**config.mk**
```make
export PLATFORM = sky130hd
export DESIGN_NAME = sha256
export DESIGN_NICKNAME = d
export VERILOG_FILES = /design/src/rtl/sha256.sv
export SDC_FILE = /design/constraint.sdc
export NUM_CORES = 2
export LEC_CHECK = 0
export CORE_MARGIN = 2
export CORE_UTILIZATION = 44
export DETAILED_ROUTE_END_ITERATION = 16
export SETUP_SLACK_MARGIN = 0.2
export SLEW_MARGIN = 20
export SYNTH_ARGS = -nofsm -noshare
export SYNTH_HDL_FRONTEND = slang
export SYNTH_SLANG_ARGS = --single-unit
export TNS_END_PERCENT = 20
```
**constraint.sdc**
```tcl
create_clock -name clk -period 38.8 [get_ports clk]
set_clock_uncertainty 0.2 [all_clocks]
set_input_delay 7.76 -clock clk [delete_from_list [all_inputs] [get_ports clk]]
set_output_delay 7.76 -clock clk [all_outputs]
set_load 0.02 [all_outputs]
```
**src/rtl/sha256.sv**
```systemverilog
// Streaming SHA-256: absorbs a byte stream into 512-bit blocks, pads the final block(s)
// and compresses one round per clock, emitting a one-cycle digest pulse per message.
module sha256 (
  input  logic         clk,
  input  logic         rst,
  output logic         tready,
  input  logic         tvalid,
  input  logic         tlast,
  input  logic [31:0]  tid,
  input  logic [7:0]   tdata,
  output logic         ovalid,
  output logic [31:0]  oid,
  output logic [60:0]  olen,
  output logic [255:0] osha
);

  localparam logic [31:0] K [0:63] = '{
    32'h428a2f98, 32'h71374491, 32'hb5c0fbcf, 32'he9b5dba5, 32'h3956c25b, 32'h59f111f1, 32'h923f82a4, 32'hab1c5ed5,
    32'hd807aa98, 32'h12835b01, 32'h243185be, 32'h550c7dc3, 32'h72be5d74, 32'h80deb1fe, 32'h9bdc06a7, 32'hc19bf174,
    32'he49b69c1, 32'hefbe4786, 32'h0fc19dc6, 32'h240ca1cc, 32'h2de92c6f, 32'h4a7484aa, 32'h5cb0a9dc, 32'h76f988da,
    32'h983e5152, 32'ha831c66d, 32'hb00327c8, 32'hbf597fc7, 32'hc6e00bf3, 32'hd5a79147, 32'h06ca6351, 32'h14292967,
    32'h27b70a85, 32'h2e1b2138, 32'h4d2c6dfc, 32'h53380d13, 32'h650a7354, 32'h766a0abb, 32'h81c2c92e, 32'h92722c85,
    32'ha2bfe8a1, 32'ha81a664b, 32'hc24b8b70, 32'hc76c51a3, 32'hd192e819, 32'hd6990624, 32'hf40e3585, 32'h106aa070,
    32'h19a4c116, 32'h1e376c08, 32'h2748774c, 32'h34b0bcb5, 32'h391c0cb3, 32'h4ed8aa4a, 32'h5b9cca4f, 32'h682e6ff3,
    32'h748f82ee, 32'h78a5636f, 32'h84c87814, 32'h8cc70208, 32'h90befffa, 32'ha4506ceb, 32'hbef9a3f7, 32'hc67178f2
  };

  localparam logic [31:0] IV [0:7] = '{
    32'h6a09e667, 32'hbb67ae85, 32'h3c6ef372, 32'ha54ff53a,
    32'h510e527f, 32'h9b05688c, 32'h1f83d9ab, 32'h5be0cd19
  };

  typedef enum logic [1:0] {ABSORB, COMPRESS, PAD, DONE} state_t;
  // Which kind of block the next compression belongs to.
  typedef enum logic [1:0] {PH_MSG, PH_PAD1, PH_PAD2, PH_FINAL} phase_t;

  state_t      state, state_n;
  phase_t      phase;
  logic [31:0] w     [0:15];
  logic [31:0] pad_w [0:15];
  logic [31:0] hv    [0:7];
  logic [31:0] v     [0:7];
  logic [31:0] sum   [0:7];
  logic [60:0] cnt;
  logic [6:0]  rnd;
  logic [31:0] id;
  logic        in_msg;
  logic        accept;
  logic        fits;
  logic [5:0]  idx;
  logic [63:0] bitlen;
  logic [31:0] t1, t2, w_next;

  function automatic logic [31:0] rotr(input logic [31:0] x, input int unsigned n);
    return (x >> n) | (x << (32 - n));
  endfunction

  assign accept = tvalid & tready;
  assign idx    = cnt[5:0];
  assign bitlen = {cnt, 3'b000};
  assign fits   = (phase == PH_PAD2) || (idx < 6'd56);

  assign t1 = v[7] + (rotr(v[4], 6) ^ rotr(v[4], 11) ^ rotr(v[4], 25))
            + ((v[4] & v[5]) ^ (~v[4] & v[6])) + K[rnd[5:0]] + w[0];
  assign t2 = (rotr(v[0], 2) ^ rotr(v[0], 13) ^ rotr(v[0], 22))
            + ((v[0] & v[1]) ^ (v[0] & v[2]) ^ (v[1] & v[2]));
  assign w_next = (rotr(w[14], 17) ^ rotr(w[14], 19) ^ (w[14] >> 10)) + w[9]
                + (rotr(w[1], 7) ^ rotr(w[1], 18) ^ (w[1] >> 3)) + w[0];

  always_comb begin
    for (int i = 0; i < 8; i++) sum[i] = hv[i] + v[i];
  end

  // Padding block: bytes from the current fill level onward become 0x80 then zeros;
  // a length-only second block clears everything.
  always_comb begin
    // NOTE: every always_comb output gets a full default first so no latch is inferred.
    for (int i = 0; i < 16; i++) pad_w[i] = w[i];
    for (int wi = 0; wi < 16; wi++) begin
      for (int bi = 0; bi < 4; bi++) begin
        if (phase == PH_PAD2 || 6'(wi * 4 + bi) >= idx)
          pad_w[wi][8*(3-bi) +: 8] = (phase == PH_PAD1 && 6'(wi * 4 + bi) == idx) ? 8'h80 : 8'h00;
      end
    end
    if (fits) begin
      pad_w[14] = bitlen[63:32];
      pad_w[15] = bitlen[31:0];
    end
  end

  always_comb begin
    state_n = state;
    case (state)
      ABSORB:   if (accept) begin
                  if (idx == 6'd63) state_n = COMPRESS;
                  else if (tlast)   state_n = PAD;
                end
      PAD:      state_n = COMPRESS;
      COMPRESS: if (rnd == 7'd64) begin
                  case (phase)
                    PH_FINAL: state_n = DONE;
                    PH_MSG:   state_n = ABSORB;
                    default:  state_n = PAD;
                  endcase
                end
      DONE:     state_n = ABSORB;
      default:  state_n = ABSORB;
    endcase
  end

  // NOTE: the block buffer and working variables are always loaded before use, so they
  // carry no reset; keeping them out of the reset block avoids turning rst into an enable.
  always_ff @(posedge clk) begin
    if (accept)
      w[idx[5:2]][{~idx[1:0], 3'b000} +: 8] <= tdata;
    else if (state == PAD)
      w <= pad_w;
    else if (state == COMPRESS && rnd < 7'd64) begin
      for (int i = 0; i < 15; i++) w[i] <= w[i+1];
      w[15] <= w_next;
    end

    if (state != COMPRESS)
      v <= hv;
    else if (rnd < 7'd64) begin
      v[0] <= t1 + t2;
      v[1] <= v[0];
      v[2] <= v[1];
      v[3] <= v[2];
      v[4] <= v[3] + t1;
      v[5] <= v[4];
      v[6] <= v[5];
      v[7] <= v[6];
    end
  end

  always_ff @(posedge clk or posedge rst) begin
    if (rst) begin
      state  <= ABSORB;
      phase  <= PH_MSG;
      tready <= 1'b1;
      ovalid <= 1'b0;
      oid    <= '0;
      olen   <= '0;
      osha   <= '0;
      cnt    <= '0;
      rnd    <= '0;
      id     <= '0;
      in_msg <= 1'b0;
      hv     <= IV;
    end else begin
      state  <= state_n;
      tready <= (state_n == ABSORB);
      ovalid <= (state_n == DONE);
      rnd    <= (state == COMPRESS) ? rnd + 7'd1 : 7'd0;
      if (accept) begin
        cnt    <= cnt + 61'd1;
        in_msg <= 1'b1;
        if (!in_msg) id <= tid;
        if (tlast)   phase <= PH_PAD1;
      end
      if (state == PAD) phase <= fits ? PH_FINAL : PH_PAD2;
      if (state == COMPRESS && rnd == 7'd64) begin
        if (phase == PH_FINAL) begin
          osha   <= {sum[0], sum[1], sum[2], sum[3], sum[4], sum[5], sum[6], sum[7]};
          oid    <= id;
          olen   <= cnt;
          cnt    <= '0;
          in_msg <= 1'b0;
          phase  <= PH_MSG;
          hv     <= IV;
        end else begin
          hv <= sum;
        end
      end
    end
  end

endmodule

```
=== Yosys cells after proc, flatten, opt, wreduce, memory -nomap -nowiden ===
Memory sizes are Yosys's and may differ from the RTL's.
Index checks and enable logic that the tools add are counted.

* Bits in registers: 1,480
* Memory bits (read-only): 2,048
* Input bits: 44
* Output and inout port bits: 351
* Memories kept: 1

* $add $sub $neg: 21
* $lt $le $gt $ge: 69
* Equal/unequal tests: 137
* Shift-type cells: 2
* Mux-type cells: 159
* Bitwise gates (word level): 32
* Reduce and logical (&&, ||, !) cells: 204

{| class="wikitable"
|+ Memories
! name !! depth !! width !! read ports !! clocked after Yosys merged registers in !! wr ports !! RTL line !! source
|-
| (name not given) || 64 || 32 || 1 || 0 || 0 || 64 || <nowiki>+ ((v[4] & v[5]) ^ (~v[4] & v[6])) + K[rnd[5:0]] + w[0];</nowiki>
|}

{| class="wikitable"
|+ Operators by type and width
! kind !! count
|-
| 512-bit two-way mux || 3
|-
| 8-bit two-way mux || 128
|-
| 256-bit two-way mux || 3
|-
| 32-bit adder || 18
|-
| 512-bit bitwise mux || 1
|-
| 32-bit XOR || 9
|-
| 6-bit == test, first input constant || 32
|-
| 6-bit greater-or-equal comparator, first input constant || 32
|-
| 61-bit two-way mux || 3
|-
| 3-bit != test, second input constant || 56
|-
| 32-bit AND || 5
|-
| 2-bit AND reduction || 66
|-
| 32-bit demux with 4-bit select || 1
|-
| 5-bit by 6-bit == test with 1-bit output, first input constant || 16
|-
| 5-bit by 6-bit greater-or-equal comparator with 1-bit output, first input constant || 16
|-
| 32-bit two-way mux || 3
|-
| 1-bit logical AND || 67
|-
| 1-bit logical OR || 65
|-
| 64-bit two-way mux || 1
|-
| 61-bit by 1-bit adder with 61-bit output, second input constant || 1
|-
| 4-bit by 6-bit == test with 1-bit output, first input constant || 8
|-
| 4-bit by 6-bit greater-or-equal comparator with 1-bit output, first input constant || 8
|-
| 4-bit != test, second input constant || 8
|-
| 32-bit NOT || 1
|-
| other kinds (46) || 73
|}

=== Depth between registers and ports, before layout ===
* Depth in word-level cells: 10
* Mapped depth: 37

=== Least setup slack after synthesis ===
OpenSTA, ideal clock, no wires.

* Path kind: input to register
* Start point: input port tvalid
* End point: register w[432] (netlist name) (enable)
* Library setup time: 0.388 ns
* Data arrival time: 9.308 ns
* Required time: 38.212 ns
* Path slack: 28.904 ns
* Cell stages on the path: 6
* Cell sequence: nand2_1 clkbuf_1 nand3_1 clkbuf_1 nor2_1 a221oi_1

* Longest elaborated chain between the ends: 3
* Elaborated cells between the ends (all ways): 4
* Those cells by class: 1 x eq/ne; 1 x bitwise; 2 x reduce/logical

{| class="wikitable"
|+ Ends and longest elaborated chain
! item !! RTL line !! source
|-
| start, declared || 7 || <nowiki>input logic tvalid,</nowiki>
|-
| 1-bit AND (*) || 58 || <nowiki>assign accept = tvalid & tready;</nowiki>
|-
| 3-bit != test (no line) / 3-bit nonzero test (equally long branches) || -- ||
|-
| 2-bit AND reduction (no line) (*) || -- ||
|-
| end signal, assigned by index || 115 || <nowiki>w[idx[5:2]][{~idx[1:0], 3'b000} +: 8] <= tdata;</nowiki>
|-
| end signal, assigned || 117 || <nowiki>w <= pad_w;</nowiki>
|-
| end, declared || 39 || <nowiki>logic [31:0] w [0:15];</nowiki>
|}

Every way passes the cells marked *; elsewhere a longest branch is shown, timed or not.
A chain may end at the register's enable or synchronous reset.

=== Final worst setup path ===
* Start point: register rnd[1]
* End point: register v[254] (netlist name) (data pin)

* Longest elaborated chain between the ends: 9

{| class="wikitable"
|+ Ends and longest elaborated chain
! item !! RTL line !! source
|-
| start, declared || 45 || <nowiki>logic [6:0] rnd;</nowiki>
|-
| start signal, assigned || 155 || <nowiki>rnd <= (state == COMPRESS) ? rnd + 7'd1 : 7'd0;</nowiki>
|-
| 6-bit NOT with 7-bit output (not written as such) || 64 ||
|-
| memory 64 x 32 bit || -- ||
|-
| 32-bit two-way mux (not written as such) (2 in a row) || 64 ||
|-
| 32-bit adder (2 in a row) || 64 ||
|-
| 32-bit adder || 126 || <nowiki>v[0] <= t1 + t2;</nowiki>
|-
| 256-bit two-way mux || 125 || <nowiki>else if (rnd < 7'd64) begin</nowiki>
|-
| 256-bit two-way mux || 123 || <nowiki>if (state != COMPRESS)</nowiki>
|-
| end signal, assigned || 124 || <nowiki>v <= hv;</nowiki>
|-
| end, declared || 42 || <nowiki>logic [31:0] v [0:7];</nowiki>
|}

Every way passes these cells. The select of a mux whose other input is x is not followed.

==> summary.md <==
| Metric | Value |
|---|---|
| Fin crit share | `0.283` |
| Syn Nets | `9,781` |
| Congestion Overflow GR | `0` |
| IO Count | `395` |
| Worst path required time | `39.13 ns` |
| Flops & latches, synth | `1,480` |
| Inst Count DP | `11,817` |
| Postcts setup bufs | `0` |
| Fraction of layout cells with a size suffix above 1 | `0.0729` |
| First-pass GRT wire length | `476 mm` |
| Initial DRC count | `7,537` |
| Height of the die | `450 um` |
| Vias | `71,398` |
| # setup viols final | `0` |
| Gate Count Post-Synth | `9,145` |
| CP peak stage delay | `0.90 ns` |
| Run status | `complete, no violations` |
| Area contributors post-synth | `edfxtp_1 (26%), dfrtp_1 (16%), nand2_1 (9.3%), ha_1 (5.7%), o21ai_0 (4.6%)` |
| TritonRoute pass-1 iters | `8` |
| Antenna violations before repair | `14` |
| CTS tree | `built` |
| Clk sinks | `1,480` |
| Total wire length | `326 mm` |
| Dpl hpwl | `241 mm` |
| Post-CTS resize count | `0` |
| Min setup slack post-route | `27.80 ns` |
| Post-synth cell types | `93` |
| Post-synth EDFFs | `768` |
| Nets | `9,984` |
| Routability Congestion | `1.00` |
| Syn_area_per_cell | `9.58 um2` |
| Max Cap Violations | `0` |
| Max-slew violations | `0` |
| DRC | `0` |
| Top cell type by total area after synthesis | `edfxtp_1` |
| Post-synth ARST share | `0.481` |
| Hold crit path type | `flip-flop to flip-flop` |
| Die ar. | `0.203 mm2` |
| DRT antenna net count | `0` |
| Cell mode on critical path | `a21o_1` |
| Crit path arrival time | `11.32 ns` |
| Total core area | `0.198 mm2` |
| Top-count cell post-synth | `nand2_1` |
| Largest net degree at the start of global routing | `165` |
| CP endpoint kind | `flip-flop` |
| Finished Layout Cells | `12,137` |
| Latest clock arrival within the worst-skew pair | `0.86 ns` |
| RSZ-0062 raised after global routing | `false` |
| Max_slew headroom | `0.193` |
| Crit-path max FO | `22` |
| Sequential area share after synthesis | `0.469` |
| Cts hold-fix bufs | `0` |
| Slowest-stage cell, CP | `ha_1` |
| Num rows | `163` |
| Crit Path Class | `flip-flop to flip-flop` |
| Initial Utilization | `0.443` |
| Area overhead of the layout relative to synthesis | `14.3%` |
| Commonest cells in the netlist | `nand2_1 (2,168), o21ai_0 (801), edfxtp_1 (768), dfrtp_1 (575), nor2_1 (477)` |
| Drt via density | `5.88` |
| CTS Root Cell | `clkbuf_16` |
| Maximum achievable frequency | `90.9 MHz` |
| Final hold vios | `0` |
| Mapped Area | `0.0876 mm2` |
| Vias in the first global route | `69,604` |
| Nature of the critical path startpoint | `flip-flop` |
| Clock tree buffer depth | `3` |
| Tmin final | `11.00 ns` |
| Clock-pin slew on the worst setup and hold paths | `0.06 ns` |
| Gr usage total | `0.316` |
| Hold_ws | `0.258 ns` |
| Yosys warnings | `0` |
| H-tree levels | `4` |
| Post-synth top area share | `0.263` |
| Die width | `450 um` |
| Avg WL per Cell | `26.9 um` |
| Setup TNS | `0 ns` |
| Port buffer count | `394` |
| CTS buffer count | `167` |
| Least-Margin Pin Slew | `1.21 ns` |
| DP Worst Slack | `26.85 ns` |
| Ys flop type | `edfxtp_1` |
[logic make-up after synthesis]
| kind of cell | share of synthesized area |
|---|---|
| XOR/XNOR | 0.0656 |
| AO/OA/AOI/OAI | 0.161 |
| AND/OR/NAND/NOR | 0.150 |
| adder cells (fa/ha/maj) | 0.105 |
| multiplexers | 0.0117 |
| buffers and inverters | 0.0383 |
| flip-flops | 0.469 |
[worst max-delay path: cells and delay by family (launching register included)]
family	cells	cell delay, ns
AOI/OAI and AO/OA	15	3.60
adders and majority gates	6	2.89
buffers and inverters	6	1.88
and+or+nand+nor	5	1.08
xor gates and xnor gates	2	0.72
DFF	1	0.32
[cell type report]
| class | instances | area (um2) |
|---|---|---|
| Clock inverter | 72 | 930 |
| Antenna cell | 3 | 7.51 |
| Clock buffer | 243 | 4890 |
| Tap cell | 2640 | 3300 |
| Fill cell | 18079 | 97500 |
| Inverter | 417 | 1580 |
| Sequential cell | 1480 | 41100 |
| Multi-Input combinational cell | 6771 | 43400 |
| Timing Repair Buffer | 511 | 4930 |
[per-stage QoR]
stage / area, um2 / utilization
after floorplan: 87600 / -
after global placement: 94100 / 0.476
after detailed placement: 94200 / 0.476
after CTS: 100000 / 0.506
after global routing: 100000 / 0.506
final: 100000 / 0.506
[flip-flops by register name (all words and copies together) (netlist names)]
signal / cells
hv: 256
ovalid: 1
state: 2
osha: 256
oid: 32
tready: 1
w: 512
cnt: 61
rnd: 7
olen: 61
id: 32
in_msg: 1
phase: 2
v: 256
[per-layer routing]
metal | track usage | routed length [um] | vias up
met5 | 0 | 109 | -
met4 | 0.157 | 18700 | 14
met3 | 0.0690 | 27800 | 696
met2 | 0.486 | 145000 | 3112
met1 | 0.422 | 135000 | 35371
li1 | - | - | 32205
[layout by cell type, fill, tap and decap left out, types with 154 or more instances in the layout]
cell type / instances
dfrtp_1: 572
edfxtp_1: 768
inv_1: 411
nor2_1: 472
nand2_1: 2163
a21o_1: 154
fa_1: 195
clkbuf_16: 173
a21oi_1: 448
xor2_1: 223
o21ai_0: 800
clkdlybuf4s50_1: 394
xnor2_1: 429
ha_1: 397
[final timing paths]
| path | slack [ns] | depth (start not counted) | end | from |
|---|---|---|---|---|
| setup / recovery | 27.80 | 34 | v[254] | rnd[1] |
| hold / removal | 0.26 | 2 | oid[18] | id[18] |
| min in group asynchronous | 7.29 | 2 | osha[47] | rst |
| setup reg to reg | 27.80 | 34 | v[254] | rnd[1] |
| max in group asynchronous | 28.09 | 5 | hv[204] | rst |
| hold reg to reg | 0.26 | 2 | oid[18] | id[18] |
Power is not shown: default switching activity piles up to over one toggle a cycle in this logic, so the estimate is an artifact.
